### config.mk
export PLATFORM = sky130hd
export DESIGN_NAME = shift_result_stage
export DESIGN_NICKNAME = d
export VERILOG_FILES = /design/src/rtl/shift_result_stage.sv
export SDC_FILE = /design/constraint.sdc
export NUM_CORES = 1
export LEC_CHECK = 0
export ABC_AREA = 0
export CAP_MARGIN = 20
export CELL_PAD_IN_SITES_DETAIL_PLACEMENT = 1
export CELL_PAD_IN_SITES_GLOBAL_PLACEMENT = 1
export CORE_MARGIN = 5
export CORE_UTILIZATION = 42
export DETAILED_ROUTE_END_ITERATION = 10
export MAX_ROUTING_LAYER = met4
export PLACE_DENSITY_LB_ADDON = 0.1
export SLEW_MARGIN = 20
export SYNTH_ARGS = -nofsm -noshare
export SYNTH_HDL_FRONTEND = slang
export SYNTH_SLANG_ARGS = --single-unit
### constraint.sdc
create_clock -name clk -period 5.3 [get_ports clk]
set_input_delay 0.53 -clock clk [delete_from_list [all_inputs] [get_ports clk]]
set_output_delay 0.53 -clock clk [all_outputs]
set_load 0.005 [all_outputs]
### src/rtl/shift_result_stage.sv
// Result capture stage after the barrel shifter: 2-entry skid buffer with flag
// cleanup, valid/ready handoff to writeback, CVNZ status and a commit counter.
module shift_result_stage #(
  parameter int DW = 32,
  parameter int RW = 5,
  parameter int CW = 16
) (
  input  logic          clk,
  input  logic          reset,
  input  logic          flush,
  input  logic          in_valid,
  output logic          in_ready,
  input  logic [DW-1:0] in_y,
  input  logic          in_c,
  input  logic [4:0]    in_shamt,
  input  logic [RW-1:0] in_rd,
  output logic          out_valid,
  input  logic          out_ready,
  output logic [DW-1:0] out_y,
  output logic [RW-1:0] out_rd,
  output logic          out_c,
  output logic          out_v,
  output logic          out_n,
  output logic          out_z,
  output logic [3:0]    status_cvnz,
  output logic [CW-1:0] shift_count
);

  typedef struct packed {
    logic [DW-1:0] y;
    logic [RW-1:0] rd;
    logic          c;
    logic          v;
    logic          n;
    logic          z;
  } ent_t;

  ent_t       mem [2];
  ent_t       hd, nxt;
  logic       head, tail;
  logic [1:0] count;
  logic       acc, pop;

  assign in_ready  = (count < 2'd2);
  assign out_valid = (count != 2'd0);
  assign acc       = in_valid & in_ready;
  assign pop       = out_valid & out_ready;

  // A known-zero select keeps an undriven carry from leaking into the entry.
  always_comb begin
    nxt    = '0;
    nxt.y  = in_y;
    nxt.rd = in_rd;
    nxt.c  = (in_shamt == 5'd0) ? 1'b0 : in_c;
    nxt.v  = 1'b0;
    nxt.n  = in_y[DW-1];
    nxt.z  = (in_y == '0);
  end

  always_comb begin
    hd = '0;
    if (count != 2'd0) hd = mem[head];
  end

  assign out_y  = hd.y;
  assign out_rd = hd.rd;
  assign out_c  = hd.c;
  assign out_v  = hd.v;
  assign out_n  = hd.n;
  assign out_z  = hd.z;

  always_ff @(posedge clk) begin
    if (!reset) begin
      count       <= 2'd0;
      head        <= 1'b0;
      tail        <= 1'b0;
      status_cvnz <= 4'b0000;
      shift_count <= '0;
      for (int i = 0; i < 2; i++) mem[i] <= '0;
    end else begin
      // Writeback has already taken the head, so a pop commits even under flush.
      if (pop) begin
        status_cvnz <= {hd.c, hd.v, hd.n, hd.z};
        shift_count <= shift_count + 1'b1;
      end
      if (flush) begin
        count <= 2'd0;
        head  <= 1'b0;
        tail  <= 1'b0;
      end else begin
        if (acc) begin
          mem[tail] <= nxt;
          tail      <= ~tail;
        end
        if (pop) head <= ~head;
        count <= count + 2'(acc) - 2'(pop);
      end
    end
  end

endmodule
**Word-level counts from Yosys, hierarchy flattened**

Memory sizes are Yosys's and may differ from the RTL's. A register that Yosys moved wholly into a read port is not among the register bits.
Index checks and enable logic that the tools add are counted.

- Input bits: 48
- Output and inout bits: 63
- Logic and storage cells: 32
- Flip-flop bits (word level): 24
- RAM bits: 80
- Memories kept: 1

- Bitwise operators: 5
- Order comparisons: 1
- Add/subtract/negate cells: 3
- Mux-type cells: 12
- Reductions and logical operators: 5

Memory list:

| name | words | width | read ports | clocked after Yosys merged registers in | write ports | RTL line | RTL |
|---|---|---|---|---|---|---|---|
| mem | 2 | 40 | 1 | 1 | 2 | 38 | `ent_t mem [2];` |

Operator list:

| kind | number |
|---|---|
| 41-bit 2-to-1 mux | 1 |
| 40-bit 2-to-1 mux | 1 |
| 40-bit OR reduction | 1 |
| 32-bit logical NOT | 1 |
| 16-bit by 1-bit adder with 16-bit output (second input constant) | 1 |
| 1-bit 2-to-1 mux | 10 |
| 5-bit logical NOT | 1 |
| 1-bit inverter | 3 |
| 2-bit by 1-bit adder with 2-bit output | 1 |
| 1-bit AND | 2 |
| 2-bit < comparator (second input constant) | 1 |
| 2-bit nonzero test | 1 |
| 2-bit OR reduction | 1 |
| 2-bit by 1-bit subtractor with 2-bit output | 1 |

**Logic depth before layout (Yosys ltp)**

- Depth after elaboration: 8
- Mapped depth: 6
- Gate-level depth less buffers: 5

**Worst setup path after synthesis**

No wires, ideal clock.

- Kind: input port to flip-flop
- Start: in in_valid
- End: mem mem[0][0] (netlist name) (enable)
- Data arrival time: 2.067 ns
- Path buffers: 0
- Setup time: 0.397 ns
- Stages on the path: 4
- Data required time: 4.903 ns
- Path slack: 2.836 ns
- Path through: nor2b_1 -> nand2_1 -> or2_2 -> nand2_1

RTL lines:

| element | RTL line | RTL |
|---|---|---|
| from (decl) | 11 | `input logic in_valid,` |
| to (decl) | 38 |  |

**Final worst setup path**

- Start: reg count[1]
- End: out out_y[31]

- Word-level cells in the longest chain between the ends: 2

RTL lines:

| element | RTL line | RTL |
|---|---|---|
| from (decl) | 41 | `logic [1:0] count;` |
| from (signal assigned) | 96 | `count <= count + 2'(acc) - 2'(pop);` |
| 2-bit nonzero test | 62 | `if (count != 2'd0) hd = mem[head];` |
| 41-bit 2-to-1 mux | 62 |  |
| to (decl) | 19 | `output logic [DW-1:0] out_y,` |

Every way passes these cells.

==> flow_metrics.py <==
metrics = {
    "synth": {
        "synthTopCellsByArea": "edfxtp_1 51%, dfxtp_1 10%, and2_1 10%",
        "synth_area_per_cell_sq_um": 11.8,
        "synth_top_cell_area_share_pct": 50.8,
        "seq_area_frac_synth_pct": 61.2,
        "synth_warnings": 0,
        "ys_seq_elements": 102,
        "ys_types": 40,
        "synth_edf_count": 78,
        "netlist_area_sq_um": 4610,
        "synth-async-reset-ratio_pct": 0,
        "syn_inst": 390,
        "synthFlopType": "edfxtp_1",
        "synth_largest_area_cell": "edfxtp_1",
    },
    "floorplan": {
        "pin_count": 111,
        "rows": 38,
        "start_util_pct": 42.8,
        "die_area_sq_um": 13200,
        "coreArea_sq_um": 10800,
        "die_w_um": 115,
        "fp.dieH_um": 115,
    },
    "detailed_routing": {
        "avgViaCountPerCell": 5.06,
        "drc": 0,
        "drtIter0Drc": 148,
        "drt_pass1_iterations": 4,
        "routedWlPerCell_um": 16.9,
        "drt-total-wl_mm": 10.8,
        "final_antenna_net_count": 0,
        "vias": 3225,
    },
    "pwr": {
        "power_density_nw_per_um2": 263,
        "ir_worst_vdd_v": 0.000140,
        "power.share.clock_pct": 32.4,
        "p_int_mw": 1.21,
        "swShare_pct": 23.8,
        "power_frac_seq_pct": 57.2,
        "p_leak_nw": 2.06,
        "combPwrFrac_pct": 10.3,
        "switching_power_mw": 0.377,
    },
    "global_route": {
        "grt_pass1_vias": 3478,
        "grt-ovfl-total": 0,
        "grt_pass1_wl_mm": 17.4,
        "antenna_found_initial": 0,
        "grt_max_degree": 41,
        "grtUsageTotal_pct": 17.5,
    },
    "critical_path": {
        "worstSetupEndpointType": "output pin",
        "cp_top_family": "simple AND/OR/NAND/NOR gates",
        "critPathRequiredTime_ns": 4.77,
        "cpPeakStageDelay_ns": 0.79,
        "crit_fanout": 40,
        "slowest_stage": "nor2_4",
        "crit_arrival_ns": 2.29,
        "critPathLaunchType": "flop",
        "path_cells": "nor2_4 > nor2_1 > clkdlybuf4s50_1",
        "critical_path_class": "reg2out",
        "worst-path-buf-inv": 1,
    },
    "timing": {
        "maxSlewHeadroom_pct": 33.0,
        "setup_viol": 0,
        "hold_ws_ns": 0.501,
        "finalMaxSlewViolations": 0,
        "period_needed_ns": 2.82,
        "worstMarginPinSlew_ns": 1.00,
        "rsz0062_at_grt": "no",
        "fin_crit_sh_pct": 53.3,
        "hold_violations": 0,
        "fin_worst_skew_ns": 0.0151,
        "fmax_ghz": 0.354,
        "finalSetupTns_ns": 0,
    },
    "clock_network": {
        "clock_path_buffers": 2,
        "clk_latency_ns": 0.37,
        "clk_pin_slew_ns": 0.11,
        "h-tree-depth": 3,
        "tritoncts": "yes",
        "cts.sinks": 102,
        "numCtsBuffers": 9,
        "post_cts_buffers": 0,
        "root_buffer": "clkbuf_8",
        "postCtsHoldBufs": 0,
        "ctsResizeCount": 0,
    },
    "finish": {
        "final_nets": 542,
        "fin_cells": 637,
        "n_fill_cell": 1156,
        "drive_above_1_share_pct": 5.84,
        "stdcell_area_sq_um": 6020,
        "diodes": 0,
        "area_growth_pct": 30.5,
    },
    "hold_path": {
        "hold_class": "reg2reg",
    },
    "status": {
        "status": "finished clean",
    },
    "placement": {
        "placed_cell_area_sq_um": 5810,
        "gp_congestion": 0.736,
        "dp_hpwl_mm": 7.41,
        "placed_cells": 621,
        "portBuffers": 108,
    },
    "flow_run": {
        "cap_violations": 0,
    },
}
-- cell usage after synthesis, types with 4 or more instances --
library cell,n
dfxtp_1,24
nor3_1,4
clkbuf_1,11
a21oi_1,5
nor2_1,60
nand2_1,14
and2_1,75
mux2i_1,40
xnor2_1,8
o21ai_0,6
edfxtp_1,78
nor4_1,9
nand3_1,6
nand4_1,4
xor2_1,5
-- final timing paths --
check	start	endpoint	slack (ns)	cells past startpoint
worst max-delay path	count[1]	out_y[31]	2.48	3
worst min-delay path	shift_count[1]	shift_count[1]	0.50	2
worst max register to register	count[1]	mem[0][1]	2.85	4
worst min register to register	shift_count[1]	shift_count[1]	0.50	2
-- tightest hold or removal path, delay by kind of cell (launching register included) --
family / cells / cell delay, ns
AO/OA/AOI/OAI: 1 / 0.05
flip-flops: 1 / 0.35
AND/OR/NAND/NOR: 1 / 0.06
-- state kept, by name, indices dropped and copies added, names as in the netlist, named ones only --
register and count:
count 2, head 1, mem 78, shift_count 16
status_cvnz 3, tail 1
-- stage by stage --
stage / utilization, % / power (mW) / worst slack (ns)
finish: 55.8 / 1.59 / 2.48
floorplan: - / 0.993 / 2.84
global route: 55.8 / 1.66 / 2.26
CTS: 55.8 / 1.61 / 2.38
global placement: 53.8 / 1.09 / 2.30
detailed placement: 53.8 / 1.09 / 2.20
-- per-layer routing --
layer	global-route usage (%)	part of all wire (%)	vias to the layer above	routed length, um
met5	-	0	-	0
met4	5.16	1.1	0	116
met3	2.47	3.6	10	390
met2	31.2	52	68	5640
met1	20.5	43	1588	4620
li1	-	-	1559	-
-- kinds of logic after synthesis --
family / count (synthesis) / synth area share, %
AND/OR/NAND/NOR: 188 / 21.6
AO/OA/AOI/OAI: 19 / 2.87
adder cells (fa/ha/maj): 2 / 0.542
multiplexers: 40 / 8.68
flip-flops: 102 / 61.2
buffers and inverters: 25 / 2.58
XOR/XNOR: 13 / 2.47
other: 1 / 0.0813
-- cell usage in the layout, fill, tap and decap left out, types with 3 or more instances in the layout --
master             n
a21oi_1            5
and2_1            75
buf_4              3
clkbuf_8           9
clkdlybuf4s50_1  108
clkinv_4           3
dfxtp_1           23
edfxtp_1          78
inv_1              3
mux2i_1           40
nand2_1           12
nand3_1            6
nand4_1            4
nor2_1            58
nor3_1             4
nor4_1             9
o21ai_0            6
or4_1              3
xnor2_1            8
xor2_1             5
-- power groups by stage --
| stage | combinational [mW] | sequential, mW | clock [mW] |
|---|---|---|---|
| 2_1_floorplan | 0.0719 | 0.921 | 0 |
| 3_3_place_gp | 0.165 | 0.924 | 0 |
| 3_5_place_dp | 0.168 | 0.926 | 0 |
| 4_1_cts | 0.169 | 0.908 | 0.529 |
| 5_1_grt | 0.180 | 0.911 | 0.566 |
| 6_report | 0.164 | 0.907 | 0.514 |
-- area by class of cell --
class	instances	area, sq um	share of cell area [%]
Timing Repair Buffer	111	1100	18.3
Tap cell	140	175	2.91
Clock buffer	9	124	2.06
Sequential cell	102	2820	46.9
Inverter	4	15.0	0.249
Multi-Input combinational cell	264	1690	28.1
Clock inverter	7	87.6	1.45
Power figures use the tool's default switching activity.
==> edit 1: new RTL, same settings <==
Set the parameter `RW` to 10 (it was 5).
--- a/src/rtl/shift_result_stage.sv
+++ b/src/rtl/shift_result_stage.sv
@@ -3,5 +3,5 @@
 module shift_result_stage #(
   parameter int DW = 32,
-  parameter int RW = 5,
+  parameter int RW = 10,
   parameter int CW = 16
 ) (
Interface: changed (resized in_rd and out_rd); port bits go from 111 to 121. The function was not compared with the original's and may differ.
==> edit 1 against the unedited design <==
- area after synthesis up 9.8%
- core utilization up 1.0 points
- cell count increased by 7.8%
- clock skew decreased by 0.0088 ns
- total power rose by 27%
- sequential cell count up 10
- wire length rose by 14%
- final area grew 12%
- worst setup slack lost 0.20 ns
- synthesized cell count is 9.0% higher
- hold slack gained 0.010 ns
- die area rose by 8.9%
- sequential share of layout area down 0.74 points
- register-to-register slack better by 0.19 ns
- largest power group unchanged
==> edit 1: results (changes against the unedited design) <==
- The overall via count from detail_route is 3533 (was 3225).
- The gate family responsible for the most delay along the worst path was buffers and inverters (was simple AND/OR/NAND/NOR gates).
- The leakage power was 2.35 nW (was 2.06 nW).
- The routed length per instance is 17.9 µm (was 16.9 µm).
- Largest registers: mem x88, shift_count x16, status_cvnz x3 (was mem x78, shift_count x16, status_cvnz x3).
- The setup slack at placement is 2.00 ns (was 2.20 ns).
- Leading cell types by total area after synthesis: sky130_fd_sc_hd__edfxtp_1 (52%), sky130_fd_sc_hd__and2_1 (10%), sky130_fd_sc_hd__dfxtp_1 (9.5%) (was sky130_fd_sc_hd__edfxtp_1 (51%), sky130_fd_sc_hd__dfxtp_1 (10%), sky130_fd_sc_hd__and2_1 (10%)).
- The routed length on met3 is 401 µm (was 390 µm).
- The post-route worst hold slack is 0.511 ns (was 0.501 ns).
- The number of port buffers was 118 (was 108).
- The share of final-layout standard cells stronger than drive strength 1 is 0.0574 (was 0.0584).
- The destination of the worst hold path is shift_count[13] (was shift_count[1]).
- The wire length on met2 came to 6460 µm (was 5640 µm).
- The clock network latency to the later pin of the worst-skew pair is 0.35 ns (was 0.37 ns).
- The routability-driven placement congestion ratio is 0.767 (was 0.736).
- The number of DRC markers after the initial detailed-route iteration is 231 (was 148).
- The peak supply drop is 136 µV (was 140 µV).
- The destination of the critical timing path is out_rd[1] (was out_y[31]).
- The share of synthesized area occupied by flip-flops and latches is 0.617 (was 0.612).
- The slowest stage cell on the critical path is sky130_fd_sc_hd__dfxtp_2 (was sky130_fd_sc_hd__nor2_4).
- The setup slack of the worst register-to-register path is 3.04 ns (was 2.85 ns).
- The maximum number of pins on one net before global-route repair is 46 (was 41).
- The power spent charging and discharging nets is 0.419 mW (was 0.377 mW).
- The combinational power was 0.188 mW (was 0.164 mW).
- The global-route wire length before repair came to 19800 µm (was 17400 µm).
- The number of placed cells counting well taps is 670 (was 621).
- The transition at the pin with the smallest max-transition slack is 0.768 ns (was 1.00 ns).
- The number of flops mapped to enable cells by yosys came to 88 (was 78).
- The delay of the slowest cell on the worst path was 0.83 ns (was 0.79 ns).
- The met1 routing resource usage after global routing is 0.216 (was 0.205).
- The synthesized area per cell is 11.9 µm² (was 11.8 µm²).
- The post-detailed-route via-to-cell ratio was 5.14 (was 5.06).
- The largest fanout on the critical path is 24 (was 40).
- The sequential group share of total power is 0.498 (was 0.572).
- Top cell types by occurrence after synthesis: sky130_fd_sc_hd__edfxtp_1 (88), sky130_fd_sc_hd__and2_1 (85), sky130_fd_sc_hd__nor2_1 (67) (was sky130_fd_sc_hd__edfxtp_1 (78), sky130_fd_sc_hd__and2_1 (75), sky130_fd_sc_hd__nor2_1 (60)).
- The worst clock skew is 0.00628 ns (was 0.0151 ns).
- The terminus of the critical flop-to-flop path is mem[0][12] (was mem[0][1]).
- Result of the run: completed (unchanged).
- The global-route met2 utilization is 0.317 (was 0.312).
- The part of the cycle the worst path needs came to 0.570 (was 0.533).
## edit 1: cell types whose count changed after synthesis, sizes merged, moves of 2 or more
cell / unedited run / this run
and2: 75 / 85
edfxtp: 78 / 88
nor2: 60 / 67
mux2i: 40 / 46
clkbuf: 12 / 16
nand3: 6 / 4
nand4: 4 / 6
nand4b: 2 / 0
o21ai: 6 / 4
## edit 1: cells by family (layout without fill, tap and decap cells)
family                     after synthesis  in the layout  share of synthesized area
and+or+nand+nor                        205            205                      0.214
DFF                                    112            112                      0.617
muxes                                   46             46                     0.0909
buffers and inverters                   29            143                     0.0254
AOI/OAI and AO/OA                       17             17                     0.0252
xor gates and xnor gates                13             13                     0.0225
adders and majority gates                2              2                    0.00494
other                                    1              2                   0.000740
## edit 1: area by class of cell
cell class	count	area (µm²)	area share
Clock buffer	9	225	0.0333
Clock inverter	7	143	0.0211
Inverter	5	18.8	0.00277
Multi-Input combinational cell	285	1840	0.272
Sequential cell	112	3120	0.462
Tap cell	147	184	0.0272
Timing Repair Buffer	122	1230	0.182
==> edit 2: new RTL, config.mk and constraints unchanged <==
Without the edit above. Put one more register stage on the output `shift_count`, cleared by the reset. The value now appears one clock later. The other outputs are not delayed to match.
--- a/src/rtl/shift_result_stage.sv
+++ b/src/rtl/shift_result_stage.sv
@@ -35,4 +35,6 @@
     logic          z;
   } ent_t;
+
+  logic [CW-1:0] shift_count_s0;
 
   ent_t       mem [2];
@@ -76,5 +78,5 @@
       tail        <= 1'b0;
       status_cvnz <= 4'b0000;
-      shift_count <= '0;
+      shift_count_s0 <= '0;
       for (int i = 0; i < 2; i++) mem[i] <= '0;
     end else begin
@@ -82,5 +84,5 @@
       if (pop) begin
         status_cvnz <= {hd.c, hd.v, hd.n, hd.z};
-        shift_count <= shift_count + 1'b1;
+        shift_count_s0 <= shift_count_s0 + 1'b1;
       end
       if (flush) begin
@@ -99,3 +101,11 @@
   end
 
+  always_ff @(posedge clk) begin
+    if (!reset) begin
+      shift_count <= '0;
+    end else begin
+      shift_count <= shift_count_s0;
+    end
+  end
+
 endmodule
Behaviour: not the same (a bounded check fails within 4 cycles, from zero or initial values and one cycle with reset low).
==> edit 2 against the unedited design <==
- combinational power increased by 2%
- total power grew 55%
- worst setup slack got worse by 0.19 ns
- clock skew fell by 0.0090 ns
- hold slack lost 0.024 ns
- area after synthesis grew 11%
- sequential power is 14% higher
- wire length increased by 11%
- sequential cell count up 16
- count of clock-buffer cells in the layout up 11
- final area grew 16%
- critical path type unchanged
- largest cell class unchanged
- largest power group is now clock
==> edit 2: results (changes against the unedited design) <==
- The worst clock skew came to 0.00606 ns (was 0.0151 ns).
- The clock transition at the registers of the reported paths is 0.05 ns (was 0.11 ns).
- The worst slew slack as a fraction of its limit is 0.320 (was 0.330).
- The clock network latency to the later pin of the worst-skew pair is 0.40 ns (was 0.37 ns).
- The synthesized netlist cell count is 419 (was 390).
- The post-detailed-route via-to-cell ratio is 4.99 (was 5.06).
- Largest registers: mem x78, shift_count x16, shift_count_s0 x16 (was mem x78, shift_count x16, status_cvnz x3).
- Result of the run: completed (unchanged).
- Leading cell types by total area after synthesis: sky130_fd_sc_hd__edfxtp_1 (46%), sky130_fd_sc_hd__dfxtp_1 (16%), sky130_fd_sc_hd__and2_1 (12%) (was sky130_fd_sc_hd__edfxtp_1 (51%), sky130_fd_sc_hd__dfxtp_1 (10%), sky130_fd_sc_hd__and2_1 (10%)).
- The destination of the worst hold path was shift_count[15] (was shift_count[1]).
- The origin of the worst min-delay path is shift_count_s0[15] (was shift_count[1]).
- The leakage power came to 2.56 nW (was 2.06 nW).
- The overall routed net length is 11900 µm (was 10800 µm).
- The total clock buffers created by CTS was 17 (was 9).
- The number of cells on the worst hold path was 1 (was 2).
- The overall via count from detail_route was 3428 (was 3225).
- Top cell types by occurrence after synthesis: sky130_fd_sc_hd__and2_1 (102), sky130_fd_sc_hd__edfxtp_1 (78), sky130_fd_sc_hd__nor2_1 (48) (was sky130_fd_sc_hd__edfxtp_1 (78), sky130_fd_sc_hd__and2_1 (75), sky130_fd_sc_hd__nor2_1 (60)).
- The number of placed cells counting well taps is 655 (was 621).
- The number of nets in the layout is 577 (was 542).
- The setup slack at placement is 2.12 ns (was 2.20 ns).
- The count of H-tree levels built during CTS was 4 (was 3).
- The terminus of the critical flop-to-flop path is mem[0][23] (was mem[0][1]).
- The routability-driven placement congestion ratio is 0.764 (was 0.736).
- The share of final-layout standard cells stronger than drive strength 1 is 0.0815 (was 0.0584).
- The cell area reported after detailed placement is 6310 µm² (was 5810 µm²).
- The detailed-placement wirelength estimate is 7540 µm (was 7410 µm).
- The number of DRC markers after the initial detailed-route iteration is 131 (was 148).
- The iteration count of the initial detailed-routing pass is 4 (unchanged).
- The clock root buffer was sky130_fd_sc_hd__clkbuf_16 (was sky130_fd_sc_hd__clkbuf_8).
- The total global routing track utilization is 0.179 (was 0.175).
- The number of global-route vias before repair came to 3665 (was 3478).
- The share of synthesized area occupied by flip-flops and latches is 0.614 (was 0.612).
- The post-route worst hold slack is 0.477 ns (was 0.501 ns).
edit 2: final cells by class:
class                      count  area (µm²)
timing repair buffer         111        1100
tap                          147         184
multi-input combinational    276        1870
fill                        1222        5010
clock inverter                12         206
sequential                   118        3140
inverter                       3        11.3
clock buffer                  20         437
edit 2: layer usage:
layer | vias up | part of all wire | track usage
met2 | 95 | 0.48 | 0.283
met1 | 1657 | 0.45 | 0.221
met4 | 0 | 0.017 | 0.0630
met5 | - | 0 | -
met3 | 17 | 0.046 | 0.0496
li1 | 1659 | - | -
edit 2: worst max-delay path by stage:
stage,endpoint,slack [ns],depth (start not counted),from
after floorplan,mem[0][0],2.96,4,reset
after global placement,mem[0][24],2.18,6,reset
after detailed placement,mem[0][25],2.12,6,reset
after CTS,out_n,2.18,3,count[1]
after global routing,out_y[31],2.11,3,count[1]
final,out_n,2.28,3,count[1]
edit 2: logic make-up (layout without fill, tap and decap cells):
| family | after synthesis | after routing | share of synthesized area |
|---|---|---|---|
| other | 1 | 2 | 0.000733 |
| buffers and inverters | 26 | 146 | 0.0247 |
| AOI/OAI and AO/OA | 11 | 11 | 0.0186 |
| adders and majority gates | 2 | 2 | 0.00489 |
| and+or+nand+nor | 203 | 203 | 0.226 |
| xor gates and xnor gates | 16 | 16 | 0.0274 |
| muxes | 42 | 42 | 0.0834 |
| DFF | 118 | 118 | 0.614 |
edit 2: where the power goes:
group / leakage, nW / internal, mW / switching, mW / total [mW]
Sequential: 1.13 / 1.02 / 0.0128 / 1.03
Combinational: 1.11 / 0.0859 / 0.0820 / 0.168
Clock: 0.314 / 0.873 / 0.379 / 1.25
